### src/rtl/ultrasonido_pkg.sv
// Shared timing defaults, field widths and FSM state codes for the HC-SR04 range controller.
// Defaults assume a 50 MHz clock: 10 us trigger, 58 us of echo per centimetre, 30 ms echo wait.
package ultrasonido_pkg;

   localparam int CLK_MHZ    = 50;
   localparam int TRIG_US    = 10;
   localparam int US_PER_CM  = 58;
   localparam int TIMEOUT_US = 30000;

   localparam int DEF_TRIG_CYCLES   = CLK_MHZ * TRIG_US;
   localparam int DEF_CYCLES_PER_CM = CLK_MHZ * US_PER_CM;
   localparam int DEF_THRESHOLD_CM  = 10;
   localparam int DEF_MAX_CM        = 400;
   localparam int DEF_ECHO_TIMEOUT  = CLK_MHZ * TIMEOUT_US;

   localparam int CM_W  = 9;
   localparam int PRE_W = 12;
   localparam int CNT_W = 21;

   localparam logic [2:0] IDLE      = 3'd0;
   localparam logic [2:0] TRIG      = 3'd1;
   localparam logic [2:0] WAIT_ECHO = 3'd2;
   localparam logic [2:0] MEASURE   = 3'd3;
   localparam logic [2:0] DONE      = 3'd4;

   typedef logic [CM_W-1:0] cm_t;

   function automatic cm_t cm_sat_inc(input cm_t cm, input cm_t max_cm);
      return (cm == max_cm) ? cm : cm + cm_t'(1);
   endfunction

endpackage

### src/rtl/ultrasonido_ctrl_sync2.sv
// Two-flop synchroniser for the asynchronous echo pin.
// Latency: 2 clocks; no flow control.
module ultrasonido_ctrl_sync2
   import ultrasonido_pkg::*;
(
   input  logic clk,
   input  logic rst,
   input  logic d,
   output logic q
);

   logic meta;

   always_ff @(posedge clk or posedge rst) begin
      if (rst) begin
         meta <= 1'b0;
         q    <= 1'b0;
      end else begin
         meta <= d;
         q    <= meta;
      end
   end

endmodule

### src/rtl/ultrasonido_ctrl.sv
// Ultrasonic ranger: trigger pulse, echo width timing, cm conversion, proximity led; ULTRASONIDO_DIST_OUT_EN adds distance_cm/dist_valid.
// Latency: led settles 2 clocks after the synchronised echo falls (echo pin adds 2 more).
// Backpressure: none; boton is a level request, ignored while a measurement is in flight.
module ultrasonido_ctrl
   import ultrasonido_pkg::*;
#(
   parameter int TRIG_CYCLES   = DEF_TRIG_CYCLES,
   parameter int CYCLES_PER_CM = DEF_CYCLES_PER_CM,
   parameter int THRESHOLD_CM  = DEF_THRESHOLD_CM,
   parameter int MAX_CM        = DEF_MAX_CM,
   parameter int ECHO_TIMEOUT  = DEF_ECHO_TIMEOUT
) (
   input  logic            clk,
   input  logic            reset_n,
   input  logic            echo,
   input  logic            boton,
   output logic            led,
`ifdef ULTRASONIDO_DIST_OUT_EN
   output logic [CM_W-1:0] distance_cm,
   output logic            dist_valid,
`endif
   output logic            trigger
);

   localparam logic [CNT_W-1:0] TRIG_LAST    = CNT_W'(TRIG_CYCLES - 1);
   localparam logic [CNT_W-1:0] TIMEOUT_LAST = CNT_W'(ECHO_TIMEOUT - 1);
   localparam logic [PRE_W-1:0] PRE_LAST     = PRE_W'(CYCLES_PER_CM - 1);
   localparam logic [CM_W-1:0]  CM_MAX       = CM_W'(MAX_CM);
   localparam logic [CM_W-1:0]  CM_THRESH    = CM_W'(THRESHOLD_CM);

   logic [2:0]       state;
   logic [CNT_W-1:0] cnt;
   logic [PRE_W-1:0] pre;
   logic [CM_W-1:0]  cm;
   logic             echo_s;

   ultrasonido_ctrl_sync2 u_echo_sync (
      .clk (clk),
      .rst (reset_n),
      .d   (echo),
      .q   (echo_s)
   );

   always_ff @(posedge clk or posedge reset_n) begin
      if (reset_n) begin
         state   <= IDLE;
         trigger <= 1'b0;
         led     <= 1'b0;
         cnt     <= '0;
         pre     <= '0;
         cm      <= '0;
      end else begin
         case (state)
            IDLE: begin
               if (boton) begin
                  cnt     <= '0;
                  pre     <= '0;
                  cm      <= '0;
                  trigger <= 1'b1;
                  state   <= TRIG;
               end
            end
            TRIG: begin
               if (cnt == TRIG_LAST) begin
                  cnt     <= '0;
                  trigger <= 1'b0;
                  state   <= WAIT_ECHO;
               end else begin
                  cnt <= cnt + 1'b1;
               end
            end
            WAIT_ECHO: begin
               if (echo_s) begin
                  cm    <= '0;
                  pre   <= '0;
                  state <= MEASURE;
               end else if (cnt == TIMEOUT_LAST) begin
                  led   <= 1'b0;
                  state <= IDLE;
               end else begin
                  cnt <= cnt + 1'b1;
               end
            end
            MEASURE: begin
               // The high sample that left WAIT_ECHO is never seen here, so a prescaler
               // parked at its last value on the falling sample still closes one full cm.
               if (pre == PRE_LAST) begin
                  cm <= cm_sat_inc(cm, CM_MAX);
               end
               if (echo_s) begin
                  pre <= (pre == PRE_LAST) ? '0 : pre + 1'b1;
               end else begin
                  state <= DONE;
               end
            end
            DONE: begin
               led   <= (cm < CM_THRESH);
               state <= IDLE;
            end
            default: state <= IDLE;
         endcase
      end
   end

`ifdef ULTRASONIDO_DIST_OUT_EN
   // dist_valid qualifies the freshly latched value, so it lines up with the led update.
   always_ff @(posedge clk or posedge reset_n) begin
      if (reset_n) begin
         distance_cm <= '0;
         dist_valid  <= 1'b0;
      end else begin
         dist_valid <= (state == DONE);
         if (state == DONE) begin
            distance_cm <= cm;
         end
      end
   end
`endif

endmodule

### config.mk
export PLATFORM = sky130hd
export DESIGN_NAME = ultrasonido_ctrl
export DESIGN_NICKNAME = d
export VERILOG_FILES = /design/src/rtl/ultrasonido_pkg.sv /design/src/rtl/ultrasonido_ctrl_sync2.sv /design/src/rtl/ultrasonido_ctrl.sv
export SDC_FILE = /design/constraint.sdc
export NUM_CORES = 1
export LEC_CHECK = 0
export ABC_AREA = 1
export BUFFER_PORTS_ARGS = -buffer_cell sky130_fd_sc_hd__buf_2
export CAP_MARGIN = 0
export CORE_ASPECT_RATIO = 0.8
export CORE_UTILIZATION = 50
export DETAILED_ROUTE_END_ITERATION = 6
export GPL_TIMING_DRIVEN = 0
export PLACE_DENSITY = 0.68
export SYNTH_ARGS = -nofsm -noshare
export SYNTH_HDL_FRONTEND = slang
export SYNTH_SLANG_ARGS = --single-unit
### constraint.sdc
create_clock -name clk -period 1.65 [get_ports clk]
set_input_delay 0.0825 -clock clk [delete_from_list [all_inputs] [get_ports clk]]
set_output_delay 0.0825 -clock clk [all_outputs]
set_load 0.02 [all_outputs]
Yosys cells after proc, flatten, opt, wreduce, memory -nomap -nowiden
Cells that the tools add are included.

Order comparisons: 1. Multiplexer cells: 27. Equal/unequal tests: 19. Reduce and logical (&&, ||, !) cells: 11. Add/subtract/negate cells: 3.

Operators with widths (count): 21-bit two-way mux (4); 21-bit case mux with 3 select lines (1); 12-bit two-way mux (4); 9-bit two-way mux (4); 12-bit case mux with 3 select lines (1); 9-bit case mux with 3 select lines (1); 21-bit by 1-bit adder with 21-bit output, second input constant (1); 21-bit == test, second input constant (1); 21-bit by 9-bit == test with 1-bit output, second input constant (1); 2-bit != test, second input constant (8); 3-bit two-way mux (5); 12-bit by 1-bit adder with 12-bit output, second input constant (1); 12-bit == test, second input constant (1); 3-bit case mux with 4 select lines (1); 4-bit AND reduction (3); 9-bit by 1-bit adder with 9-bit output, second input constant (1); 9-bit == test, second input constant (1); 9-bit by 4-bit < comparator with 1-bit output, second input constant (1); 3-bit by 2-bit == test with 1-bit output, second input constant (2); 3-bit AND reduction (2); 3-bit nonzero test (2); 5-bit AND reduction (1); 1-bit two-way mux (4); 2-bit by 1-bit != test with 1-bit output, second input constant (2); 6 further kinds (8).

Register bits after elaboration: 49. Logic and storage cells: 69. Input port bits: 4.

Depth between registers and ports, before layout
Depth after elaboration: 4. Gate-level depth with buffers: 11. Gate-level depth less buffers: 10.

Cells and area by module
Synthesis repeated with hierarchy kept, for this count alone.

Cell total of the unflattened synthesis: 493. Area, all modules: 3344.5 sq um.

By module, submodules not included: ultrasonido_ctrl (area an instance 3290.7 sq um, cells each 490, instances 1); ultrasonido_ctrl_sync2 (area an instance 53.8 sq um, cells each 3, instances 1).

Worst setup path after synthesis
Ideal clock, no wire load.

Path kind: register to register. Start: register cnt[0]. End: register cnt[5]. Library setup time: 65 ps. Slack: 21 ps. Arrival: 1564 ps. Cell stages (with the launch flop): 12. Required time: 1585 ps. Cells stage by stage: dfrtp_1 > ha_1 > buf_2 > nand2_1 > nor2_1 > nand3_1 > nor2_1 > nor2_4 > inv_2 > buf_4 > nand2_1 > nand2_1.

Cells in the longest elaborated chain, start to end: 4.

Ends and longest elaborated chain: start, declared (RTL line ultrasonido_ctrl.sv:32) `logic [CNT_W-1:0] cnt;`; start signal, assigned (RTL line ultrasonido_ctrl.sv:69) `cnt <= cnt + 1'b1;`; start signal, assigned (RTL line ultrasonido_ctrl.sv:81) `cnt <= cnt + 1'b1;`; 21-bit by 1-bit adder with 21-bit output (RTL line ultrasonido_ctrl.sv:69, ultrasonido_ctrl.sv:81); 21-bit two-way mux (RTL line ultrasonido_ctrl.sv:77) `end else if (cnt == TIMEOUT_LAST) begin`; 21-bit two-way mux (RTL line ultrasonido_ctrl.sv:73) `if (echo_s) begin`; 21-bit case mux with 3 select lines (RTL line ultrasonido_ctrl.sv:53) `case (state)`.

Parallel ways exist; a longest one is shown, timed or not. The select of a mux whose other input is x is not followed. A chain may end at the register's enable or synchronous reset.

Final worst setup path
Start: register state[0]. End: register cnt[2].

Cells in the longest elaborated chain, start to end: 3.

Ends and longest elaborated chain: start, declared (RTL line ultrasonido_ctrl.sv:31) `logic [2:0] state;`; start signal, assigned (RTL line ultrasonido_ctrl.sv:46) `state <= IDLE;`; start signal, assigned (RTL line ultrasonido_ctrl.sv:60) `state <= TRIG;`; start signal, assigned (RTL line ultrasonido_ctrl.sv:67) `state <= WAIT_ECHO;`; 3-bit by 2-bit == test with 1-bit output, or another cell as far along (RTL line ultrasonido_ctrl.sv:53); 2-bit != test (no line) / 3-bit nonzero test (equally long branches); 4-bit AND reduction (no line).

Parallel ways exist; a longest one is shown, timed or not.

==> out/qor.txt <==
Status -> completed
Gp weighted congestion -> 0.9365
Critical path cell sequence -> buf_4 > nand2_1 > nand4_1 > nor2_4 > clkinv_4 > clkbuf_16 > nand2_1 > nand2_1
Setup TNS -> 0 ns
Post-synth top area cell -> dfrtp_1
Max cap viols -> 0
Clock Skews -> 0.004328 ns
Async SR Flop Fraction -> 1.000
Hold Path Class -> input port to async pin
Clock root buffer -> clkbuf_8
Die footprint -> 6853 µm²
Die Width -> 92.31 µm
Net count after synthesis -> 492
Levels on crit path -> 8
Layout cells sized above 1 -> 0.2443
Slowest-stage cell, CP -> dfrtp_2
Final core occ -> 0.6492
Starting density of the core -> 0.5348
Worst setup margin -> 0.05949 ns
GRT Overall Usage -> 0.2509
Initial antenna violation count -> 0
Sequential element share of the synthesized area -> 0.3759
Crit Path Category -> register to register
DRT iter0 DRCs -> 291
Placed cell count -> 571
CP max FO -> 7
P&R area growth vs syn -> 21.40%
Worst setup EP type -> register
Syn avg cell area -> 6.739 µm²
Critical path launch point type -> register
Clock slew seen by the registers of the worst setup and hold paths -> 0.09 ns
#FFs+latches synth -> 49
Period utilization -> 0.9639
Most common cell on crit path -> nand2_1
Yosys top cell area share -> 0.3759
Die Ht -> 74.24 µm
Crit path from -> state[0]$_DFFE_PP0P_
Post-synth EDFFs -> 0
Unique masters post-synth -> 33
# nets final -> 537
Tmin final -> 1.591 ns
# fillers -> 554
Synth area leaders -> dfrtp_1 (38%), nand2_1 (20%), nor2_1 (7.2%), nand3_1 (6.4%), inv_1 (5.2%)
First-pass GRT wire length -> 13,480 µm
Core ar. -> 6100 µm²
Pre-antenna DRT Iters -> 5
Cell Rows -> 25
Vias/cell -> 5.342
Maximum clock frequency -> 0.6287 GHz
IO buf count -> 5
P per Cell Area -> 1271 nW/µm²
Post-place setup slack -> -0.3837 ns
CTS tree -> built
Peak VDD IR -> 0.6947 mV
Leakage -> 1.859 nW
Maximum clock path buffer count -> 2
Bufs and invs on worst path -> 3
Final slew viol count -> 0
Final hold violations -> 0
Clock network latency to the later pin of the worst-skew pair -> 0.30 ns
Dpl hpwl -> 5810 µm
Synth warnings -> 0
WL/cell -> 13.84 µm
Total Wirelength -> 8426 µm
RR Startpoint -> state[0]$_DFFE_PP0P_
Slew HR -> 0.6871
GRT Residual Overflow -> 0
Top-count cell post-synth -> nand2_1
Final ANT Viol Nets -> 0
Prevailing post-synth register cell -> dfrtp_1
Post-synth top cells -> nand2_1 (171), nor2_1 (63), dfrtp_1 (49), inv_1 (45), nand3_1 (42)
Setup violators final -> 0
Vias in the first global route -> 2,800
Slew @ Worst Pin -> 0.4668 ns
Antenna cells -> 0
Via count -> 3,253
# IOs -> 6
Clk sinks -> 49
Cells after Synth -> 484
H-Tree Depth -> 2
Synthesized cell area -> 3262 µm²
Num CTS Buffers -> 5
Required @ worst endpoint -> 1.85 ns
Family with the most delay on the worst path -> simple AND/OR/NAND/NOR gates
Storage element area -> 1244 µm²
DRC viols -> 0
Cell depth of the worst flop-to-flop path -> 8
Multi-input logic area -> 1931 µm²
Post-Layout Cell Count -> 609
CP max stage delay -> 0.45 ns
WP data arrival -> 1.79 ns
Pin count of the biggest net entering global routing -> 42
-- cell families (layout without fill, tap and decap cells) --
logic type                 after synthesis  in the layout  synth area share
and+or+nand+nor                        308            308            0.3970
buffers and inverters                   60            104           0.07671
DFF                                     49             49            0.3759
AOI/OAI and AO/OA                       46             46           0.08937
xor gates and xnor gates                17             17           0.04565
adders and majority gates                4              4           0.01534
-- layout make-up --
class,instances,share of cell area
Buffer,10,0.02212
Clock buffer,5,0.01738
Clock inverter,1,0.001264
Inverter,49,0.04834
Multi-Input combinational cell,375,0.4875
Sequential cell,49,0.3141
Tap cell,81,0.02559
Timing Repair Buffer,39,0.08373
-- routing by layer --
layer | vias to the layer above | wire, µm | track usage
li1 | 1639 | - | -
met1 | 1509 | 4355 | 0.3894
met2 | 101 | 3474 | 0.3605
met3 | 4 | 550 | 0.05624
met4 | 0 | 44 | 0.03993
met5 | - | 0 | 0
-- flip-flops by register name, indices dropped and copies added, names as in the netlist --
| name | flops |
|---|---|
| cnt | 21 |
| led | 1 |
| pre | 12 |
| state | 3 |
| u_echo_sync.q | 1 |
| trigger | 1 |
| cm | 9 |
| u_echo_sync.meta | 1 |
-- worst paths after layout --
path	endpoint	slack, ns
worst min-delay path	cnt[8]$_DFFE_PP0P_	0.24
worst max register to register	cnt[2]$_DFFE_PP0P_	0.06
min in group clk	trigger$_DFFE_PP0P_	0.24
worst max-delay path	cnt[2]$_DFFE_PP0P_	0.06
max in group asynchronous	cnt[3]$_DFFE_PP0P_	0.91
worst min register to register	u_echo_sync.q$_DFF_PP0_	0.35
-- cell usage in the layout (no fill, tap or decap), drive strengths merged, types with 10 or more instances in the layout --
cell | netlist | layout
nand2 | 172 | 172
nor2 | 66 | 66
dfrtp | 49 | 49
inv | 49 | 48
nand3 | 43 | 43
buf | 8 | 43
o21ai | 25 | 25
xor2 | 15 | 15
a21oi | 11 | 11
nand4 | 10 | 10
-- power breakdown --
group          internal (mW)  switching (mW)  leakage, nW
Combinational           1.14            1.72         1.18
Clock                  0.281           0.410       0.0399
Sequential              1.34           0.148        0.641
-- repair_timing --
action | in CTS | in global routing
hold endpoints to repair | 50 | 0
resized for setup | 29 | 50
endpoints found under the setup margin | 41 | 44
pin swaps | 3 | 14
hold buffers | 2 | 0
buffers inserted | 8 | 21
cloned | 0 | 2
-- stage by stage --
step	hold WS, ns	area (µm²)	power, mW
floorplan	0.1139	3262	2.899
global placement	0.1901	3388	3.380
detailed placement	0.01996	3408	3.428
CTS	0.2258	3655	4.447
global route	0.2607	3960	5.319
finish	0.2362	3960	5.033
-- worst min-delay path, stage by stage --
cell and delay, ns:
dlygate4sd3_1 0.53, buf_2 0.12, inv_2 0.18
(Power assumes the default switching activity.)
